<file path="src/rtl/apb_slv_pkg.sv">
// apb_slave_if shared types: FSM states, counter width, alignment and pprot constants.
package apb_slv_pkg;

  typedef enum logic [1:0] {
    IDLE,
    ISSUE,
    WAIT,
    RESP
  } state_e;

  localparam int WAIT_CNT_W = 4;
  localparam logic [1:0] ALIGN_MASK = 2'b11;
  localparam int PPROT_PRIV_BIT = 0;

  function automatic logic is_aligned(input logic [1:0] a);
    return (a & ALIGN_MASK) == 2'b00;
  endfunction

endpackage

</file>
<file path="src/rtl/apb_slv_wait_cnt.sv">
// Loadable down-counter for APB wait states; done flags the last wait cycle.
module apb_slv_wait_cnt
  import apb_slv_pkg::*;
(
  input  logic                  clk,
  input  logic                  rst,
  input  logic                  load,
  input  logic                  dec,
  input  logic [WAIT_CNT_W-1:0] load_val,
  output logic                  done
);

  logic [WAIT_CNT_W-1:0] cnt_q, cnt_d;

  always_comb begin
    cnt_d = cnt_q;
    if (load) begin
      cnt_d = load_val;
    end else if (dec && cnt_q != '0) begin
      cnt_d = cnt_q - WAIT_CNT_W'(1);
    end
  end

  always_ff @(posedge clk) begin
    if (rst) begin
      cnt_q <= '0;
    end else begin
      cnt_q <= cnt_d;
    end
  end

  assign done = (cnt_q == WAIT_CNT_W'(1));

endmodule

</file>
<file path="src/rtl/apb_slave_if.sv">
// APB4 slave engine: SETUP/ACCESS to single-cycle register strobes, registered response.
// Optional APB_SLV_PPROT_CHECK_EN adds pprot and rejects unprivileged writes.
module apb_slave_if
  import apb_slv_pkg::*;
#(
  parameter int ADDR_WIDTH  = 12,
  parameter int DATA_WIDTH  = 32,
  parameter int WAIT_CYCLES = 0
) (
  input  logic                    pclk,
  input  logic                    rst,
  input  logic                    psel,
  input  logic                    penable,
  input  logic                    pwrite,
  input  logic [ADDR_WIDTH-1:0]   paddr,
  input  logic [DATA_WIDTH-1:0]   pwdata,
  input  logic [DATA_WIDTH/8-1:0] pstrb,
`ifdef APB_SLV_PPROT_CHECK_EN
  input  logic [2:0]              pprot,
`endif
  output logic [DATA_WIDTH-1:0]   prdata,
  output logic                    pready,
  output logic                    pslverr,
  output logic [ADDR_WIDTH-1:0]   reg_addr,
  output logic                    reg_rd,
  output logic                    reg_wr,
  output logic [DATA_WIDTH/8-1:0] reg_strb,
  output logic [DATA_WIDTH-1:0]   reg_wdata,
  input  logic [DATA_WIDTH-1:0]   reg_rdata,
  input  logic                    reg_err
);

  localparam int STRB_W = DATA_WIDTH / 8;

  state_e state_q, state_d;

  logic [ADDR_WIDTH-1:0] addr_q, addr_d;
  logic                  wr_q, wr_d;
  logic [DATA_WIDTH-1:0] wdata_q, wdata_d;
  logic [STRB_W-1:0]     strb_q, strb_d;
  logic [DATA_WIDTH-1:0] rdata_hold_q, rdata_hold_d;
  logic                  err_hold_q, err_hold_d;
  logic [DATA_WIDTH-1:0] prdata_q, prdata_d;
  logic                  pready_q, pready_d;
  logic                  pslverr_q, pslverr_d;

  logic setup, issue, access, aligned, priv_ok, wait_done, resp_next;

`ifdef APB_SLV_PPROT_CHECK_EN
  logic [2:0] prot_q, prot_d;
`endif

  generate
    if (WAIT_CYCLES > 0) begin : g_wait
      apb_slv_wait_cnt u_wait_cnt (
        .clk      (pclk),
        .rst      (rst),
        .load     (state_q == ISSUE),
        .dec      (state_q == WAIT),
        .load_val (WAIT_CNT_W'(WAIT_CYCLES)),
        .done     (wait_done)
      );
    end else begin : g_no_wait
      assign wait_done = 1'b0;
    end
  endgenerate

  assign setup   = (state_q == IDLE) && psel && !penable;
  assign issue   = (state_q == ISSUE);
  assign access  = psel && penable;
  assign aligned = is_aligned(addr_q[1:0]);

`ifdef APB_SLV_PPROT_CHECK_EN
  assign priv_ok = !wr_q || prot_q[PPROT_PRIV_BIT];
`else
  assign priv_ok = 1'b1;
`endif

  always_comb begin
    state_d = state_q;
    unique case (state_q)
      IDLE: begin
        if (psel && !penable) state_d = ISSUE;
      end
      ISSUE: begin
        if (!access)               state_d = IDLE;
        else if (WAIT_CYCLES == 0) state_d = RESP;
        else                       state_d = WAIT;
      end
      WAIT: begin
        if (!access)        state_d = IDLE;
        else if (wait_done) state_d = RESP;
      end
      RESP: state_d = IDLE;
      default: state_d = IDLE;
    endcase
  end

  // Response data is computed from the *_d holds so WAIT_CYCLES=0 sees this cycle's sample.
  always_comb begin
    addr_d       = setup ? paddr : addr_q;
    wr_d         = setup ? pwrite : wr_q;
    wdata_d      = setup ? pwdata : wdata_q;
    strb_d       = strb_q;
    if (setup) strb_d = pwrite ? pstrb : '0;
    rdata_hold_d = (issue && !wr_q) ? reg_rdata : rdata_hold_q;
    err_hold_d   = issue ? (!aligned || reg_err || !priv_ok) : err_hold_q;
    resp_next    = (state_d == RESP);
    pready_d     = resp_next;
    pslverr_d    = resp_next && err_hold_d;
    prdata_d     = (resp_next && !wr_q) ? rdata_hold_d : '0;
    reg_rd       = issue && aligned && !wr_q;
    reg_wr       = issue && aligned && wr_q && priv_ok;
  end

`ifdef APB_SLV_PPROT_CHECK_EN
  assign prot_d = setup ? pprot : prot_q;
`endif

  always_ff @(posedge pclk) begin
    if (rst) begin
      state_q      <= IDLE;
      addr_q       <= '0;
      wr_q         <= 1'b0;
      wdata_q      <= '0;
      strb_q       <= '0;
      rdata_hold_q <= '0;
      err_hold_q   <= 1'b0;
      prdata_q     <= '0;
      pready_q     <= 1'b0;
      pslverr_q    <= 1'b0;
`ifdef APB_SLV_PPROT_CHECK_EN
      prot_q       <= '0;
`endif
    end else begin
      state_q      <= state_d;
      addr_q       <= addr_d;
      wr_q         <= wr_d;
      wdata_q      <= wdata_d;
      strb_q       <= strb_d;
      rdata_hold_q <= rdata_hold_d;
      err_hold_q   <= err_hold_d;
      prdata_q     <= prdata_d;
      pready_q     <= pready_d;
      pslverr_q    <= pslverr_d;
`ifdef APB_SLV_PPROT_CHECK_EN
      prot_q       <= prot_d;
`endif
    end
  end

  assign prdata    = prdata_q;
  assign pready    = pready_q;
  assign pslverr   = pslverr_q;
  assign reg_addr  = addr_q;
  assign reg_strb  = strb_q;
  assign reg_wdata = wdata_q;

endmodule
</file>
<file path="config.mk">
export PLATFORM = sky130hd
export DESIGN_NAME = apb_slave_if
export DESIGN_NICKNAME = d
export VERILOG_FILES = /design/src/rtl/apb_slv_pkg.sv /design/src/rtl/apb_slv_wait_cnt.sv /design/src/rtl/apb_slave_if.sv
export SDC_FILE = /design/constraint.sdc
export NUM_CORES = 1
export LEC_CHECK = 0
export CORE_MARGIN = 5
export CORE_UTILIZATION = 36
export CTS_BUF_LIST = sky130_fd_sc_hd__clkbuf_16
export DETAILED_ROUTE_END_ITERATION = 8
export GPL_TIMING_DRIVEN = 0
export PLACE_DENSITY = 0.89
export SYNTH_ARGS = -nofsm -noshare
export SYNTH_HDL_FRONTEND = slang
export SYNTH_SLANG_ARGS = --single-unit
</file>
<file path="constraint.sdc">
create_clock -name pclk -period 1.57 [get_ports pclk]
set_input_delay 0.2355 -clock pclk [delete_from_list [all_inputs] [get_ports pclk]]
set_output_delay 0.2355 -clock pclk [all_outputs]
set_load 0.03 [all_outputs]
</file>
---- After elaboration in Yosys (flattened, before gate mapping) ----
Cells that the tools add are included.
storage, ports and cells
  flip-flop bits (word level) ............. 118
  bits of input ports ..................... 86
  output and inout bits ................... 84
  word-level logic and storage cells ...... 39
operators by class
  equality and inequality tests ........... 4
  multiplexer cells ....................... 7
  bitwise operators ....................... 1
  reduce and logical (&&, ||, !) cells .... 17
operators by type and width
  operator              count
  $mux W32              1
  $logic_and A1 B1 Y1   10
  $pmux W2 S4           1
  $eq A2 B2 Y1 const B  3
  $mux W2               3
  $logic_not A2 Y1      2
  $mux W4               1
  $logic_not A1 Y1      3
  $eq A2 B1 Y1 const B  1
  $reduce_or A2 Y1      1
  $logic_or A1 B1 Y1    1
  $mux W1               1
  $not A1 Y1            1

---- Logic depth before layout (Yosys ltp) ----
  depth in word-level cells ............... 8
  mapped depth ............................ 5
  mapped depth without buffers ............ 3

---- Worst setup path before layout ----
Ideal clock, no wire load.
  kind .................................... register to output
  from .................................... reg state_q[0]
  to ...................................... out reg_rd
  data arrival time ....................... 1562 ps
  required time ........................... 1334 ps
  path slack .............................. -228 ps
  stages on the path, launching flop included .. 5
  buffers on the path ..................... 2
  cell sequence ........................... dfxtp_1 > or3b_1 > buf_2 > buf_1 > nor3_1
between the ends
  longest elaborated chain between the ends .. 3
RTL lines
  what                              RTL line             RTL
  start, declared                   apb_slave_if.sv:35   state_e state_q, state_d;
  start signal, assigned            apb_slave_if.sv:136  state_q <= state_d;
  $eq A2 B1 Y1                      apb_slave_if.sv:69   assign issue = (state_q == ISSUE);
  $logic_and A1 B1 Y1 (2 in a row)  apb_slave_if.sv:112  reg_rd = issue && aligned && !wr_q;
  end, declared                     apb_slave_if.sv:25   output logic reg_rd,
No other way between the ends.

---- Worst setup path after layout ----
  from .................................... reg state_q[1]
  to ...................................... out reg_rd
The elaborated chain is that of the path after synthesis.

==> metrics.md <==
| Metric | Value |
|---|---|
| Share of synthesized registers carrying an async set or reset | 0% |
| Fraction of post-synthesis cell area in the top cell type by area | 62.33% |
| Vias in the first global route | 2692 |
| Die Ht | 97.09 um |
| Starting density of the core | 37.24% |
| Most repeated cell in the gate-level netlist after synthesis | sky130_fd_sc_hd__nand2_1 |
| R2R Path Start | state_q[1] |
| Average cell area after synthesis | 9.040 um^2 |
| WP data arrival | 1350 ps |
| Num rows | 31 |
| Die footprint | 0.009426 mm^2 |
| Final instance area | 0.004885 mm^2 |
| Violated checks | setup timing |
| Share of layout cells above drive strength 1 | 9.035% |
| Residual DRC count | 0 |
| Worst Clk Skew | 4.742 ps |
| Vias after detailed routing | 2624 |
| Slew headroom | 70.53% |
| Clock edge transition at the registers on the reported setup and hold paths | 60 ps |
| Per-cell via count in the routed design | 4.478 |
| Cell Count Post-Placement | 570 |
| Worst-case reg-to-reg path depth | 5 |
| Total of warnings raised by yosys | 0 |
| Deepest clock path buffer count | 2 |
| Sinks on the clock net | 85 |
| Final worst setup slack | -16.66 ps |
| Highest clock rate | 630.3 MHz |
| Pwr Density | 1027 mW/mm^2 |
| Setup-violating endpoint count in the final report | 1 |
| HPWL after detailed placement | 6619 um |
| Largest net degree at the start of global routing | 17 |
| Area growth from synthesis to layout | 78.92% |
| Non-filler cells in the finished layout | 586 |
| RD Place Congestion | 0.7574 |
| Post-synthesis cell type with the largest combined area | sky130_fd_sc_hd__dfxtp_1 |
| Start point of the worst min-delay path | reg_strb[2] |
| Nature of the critical path endpoint | output port |
| Netlist cell types | 21 |
| Chain of cells forming the critical path | or3b_4, nor3_2, buf_4 |
| Post-synth EDFFs | 0 |
| Post-synthesis sequential element count | 85 |
| Router iterations before antenna repair | 4 |
| Worst R2R Setup Slack | 40 ps |
| Utilization after layout | 66.63% |
| Antenna fix cells | 0 |
| Net total in the final layout | 568 |
| RSZ-0062 raised after global routing | yes |
| Clock latency on the worst-skew pair | 330 ps |
| Syn Std Cell Area | 0.002730 mm^2 |
| Global-route wire length before repair | 13170 um |
| Post-route fraction of the period consumed by the critical path | 101.1% |
| Critical Path Slowest Stage Cell | sky130_fd_sc_hd__or3b_4 |
| Top-level I/O count | 170 |
| H-tree depth | 3 |
| Leftover overflow at the end of global routing | 0 |
| Syn Nets | 388 |
| Antenna violations before repair | 0 |
| Aggregate negative setup slack | -16.66 ps |
| Static leakage power | 0.002315 uW |
| Max Cap Viol | 0 |
| Dominant cells by area after synthesis | sky130_fd_sc_hd__dfxtp_1 (62%), sky130_fd_sc_hd__nand2_1 (13%), sky130_fd_sc_hd__a21oi_1 (9.2%) |
| WL/cell | 14.27 um |
| Worst reg2reg endpoint | reg_wdata[28] |
| CP max stage delay | 400 ps |
| Max FO, Critical Path | 3 |
| Post-CTS Hold Fix Bufs | 0 |
| Critical Path Start Type | flip-flop |
| Routed wire length | 8362 um |
| Buffer type at the clock tree root | sky130_fd_sc_hd__clkbuf_16 |
| Cell area reported after detailed placement | 0.004557 mm^2 |
| Residual antenna-violating net count after detailed routing | 0 |
| Overall die width | 97.09 um |
| Final number of hold-violating endpoints | 0 |
| Required time at the worst-slack endpoint | 1330 ps |
| Area of the core region | 0.007331 mm^2 |
| Cells on Worst Hold Path | 2 |
| Outcome | finished with violations |
| Worst Max-Slew Pin Slew | 442.0 ps |
| Sequential-to-total area share from yosys stat | 62.33% |
| Path type of the worst setup path | reg2out |
| Iter 0 DRT Violations | 31 |
| CTS tree | done |
| Total clock buffers created by CTS | 9 |
| PortBufs | 169 |
| Crit path time final | 1587 ps |
| Destination of the worst hold path | reg_strb[2] |
| Most used DFF post-synth | sky130_fd_sc_hd__dfxtp_1 |
| Most instantiated cells after synthesis | sky130_fd_sc_hd__nand2_1 (94), sky130_fd_sc_hd__dfxtp_1 (85), sky130_fd_sc_hd__a21oi_1 (50), sky130_fd_sc_hd__and2_1 (32), sky130_fd_sc_hd__clkbuf_1 (11) |
| Max IR drop VDD | 0.0007736 V |
| Number of instances in the synthesized netlist | 302 |
| Number of pins with negative max-slew slack in the final report | 0 |
| Global routing usage summed across all routing layers | 17.32% |
| Classification of the worst-slack hold path | reg2reg |
| Fill cells | 600 |
## placed cells by master, fill, tap and decap left out
cell | Yosys | layout
sky130_fd_sc_hd__a21oi_1 | 50 | 50
sky130_fd_sc_hd__and2_1 | 32 | 32
sky130_fd_sc_hd__buf_2 | 10 | 3
sky130_fd_sc_hd__buf_4 | 1 | 6
sky130_fd_sc_hd__buf_6 | 0 | 6
sky130_fd_sc_hd__bufinv_16 | 0 | 1
sky130_fd_sc_hd__clkbuf_1 | 11 | 7
sky130_fd_sc_hd__clkbuf_16 | 0 | 9
sky130_fd_sc_hd__clkbuf_2 | 0 | 3
sky130_fd_sc_hd__clkdlybuf4s50_1 | 0 | 97
sky130_fd_sc_hd__clkinvlp_4 | 0 | 3
sky130_fd_sc_hd__dfxtp_1 | 85 | 82
sky130_fd_sc_hd__dfxtp_2 | 0 | 2
sky130_fd_sc_hd__dfxtp_4 | 0 | 1
sky130_fd_sc_hd__dlygate4sd2_1 | 0 | 59
sky130_fd_sc_hd__dlymetal6s2s_1 | 0 | 11
sky130_fd_sc_hd__inv_1 | 1 | 1
sky130_fd_sc_hd__inv_6 | 0 | 2
sky130_fd_sc_hd__inv_8 | 0 | 1
sky130_fd_sc_hd__nand2_1 | 94 | 94
sky130_fd_sc_hd__nand2b_1 | 2 | 2
sky130_fd_sc_hd__nand3_1 | 4 | 4
sky130_fd_sc_hd__nand3b_1 | 1 | 1
sky130_fd_sc_hd__nor2_1 | 1 | 1
sky130_fd_sc_hd__nor2_4 | 1 | 1
sky130_fd_sc_hd__nor3_1 | 2 | 1
sky130_fd_sc_hd__nor3_2 | 0 | 1
sky130_fd_sc_hd__nor4b_2 | 1 | 1
sky130_fd_sc_hd__nor4b_4 | 0 | 1
sky130_fd_sc_hd__o21ai_1 | 1 | 1
sky130_fd_sc_hd__or2_2 | 1 | 1
sky130_fd_sc_hd__or3b_4 | 0 | 1
sky130_fd_sc_hd__or4b_4 | 0 | 1
## final cells by class
| class | instances | area [um^2] | share of cell area (%) |
|---|---|---|---|
| buffer | 20 | 131.4 | 2.690 |
| clock buffer | 9 | 225.2 | 4.611 |
| clock inverter | 7 | 81.33 | 1.665 |
| inverter | 1 | 3.754 | 0.07684 |
| multi-input combinational | 193 | 948.4 | 19.42 |
| sequential | 85 | 1708 | 34.96 |
| tap | 99 | 123.9 | 2.536 |
| timing repair buffer | 172 | 1663 | 34.04 |
## timing repair
action                     CTS  global route
gates resized for setup     82            27
pin swaps                    0             2
setup endpoints to repair   63            51
buffers inserted             1             2
## metal layers
layer	up-vias	part of all wire, %	global-route usage, %
met5	-	0	0
met4	0	2.5	7.127
met3	17	8.0	6.820
met2	92	54	31.90
met1	1195	36	17.21
li1	1320	-	-
## stage by stage
step	hold WS (ps)	setup WS [ps]	power [uW]
finish	447.2	-16.66	5015
global placement	439.2	-418.4	2942
global route	447.0	-66.15	5218
detailed placement	444.3	-444.6	2958
CTS	441.3	-147.8	5075
floorplan	355.0	26.09	2572
## report_power, final
group,internal [uW],total (uW),switching (uW)
registers,2220,2250,31.7
logic,324,632,308
clock network,1250,2130,876
## kinds of logic (layout without fill, tap and decap cells)
group / Yosys count / count (layout) / share of synthesized area [%]
buf+inv: 24 / 209 / 3.895
simple gates: 142 / 142 / 24.43
compound gates: 51 / 51 / 9.349
flops: 85 / 85 / 62.33
## worst max-delay path: cells and delay by family (launching register included)
| family | cells | cell delay [ps] |
|---|---|---|
| buffers and inverters | 1 | 180 |
| AND/OR/NAND/NOR | 2 | 500 |
| flip-flops | 1 | 340 |
## registers in the layout (all words and copies together), names as in the netlist
register,flops
reg_wdata,32
wr_q,1
reg_addr,12
state_q,2
pslverr,1
prdata,32
pready,1
reg_strb,4
## worst max-delay path by stage
stage                     slack [ps]        from      to  depth (start not counted)
final                            -20  state_q[1]  reg_rd                          3
after global routing             -70  state_q[1]  reg_rd                          3
after CTS                       -150        wr_q  reg_rd                          4
after detailed placement        -440  state_q[0]  reg_rd                          5
after global placement          -420  state_q[0]  reg_rd                          5
after floorplan                   30  state_q[0]  reg_rd                          4
No activity file was read; power rests on OpenSTA's default activity.
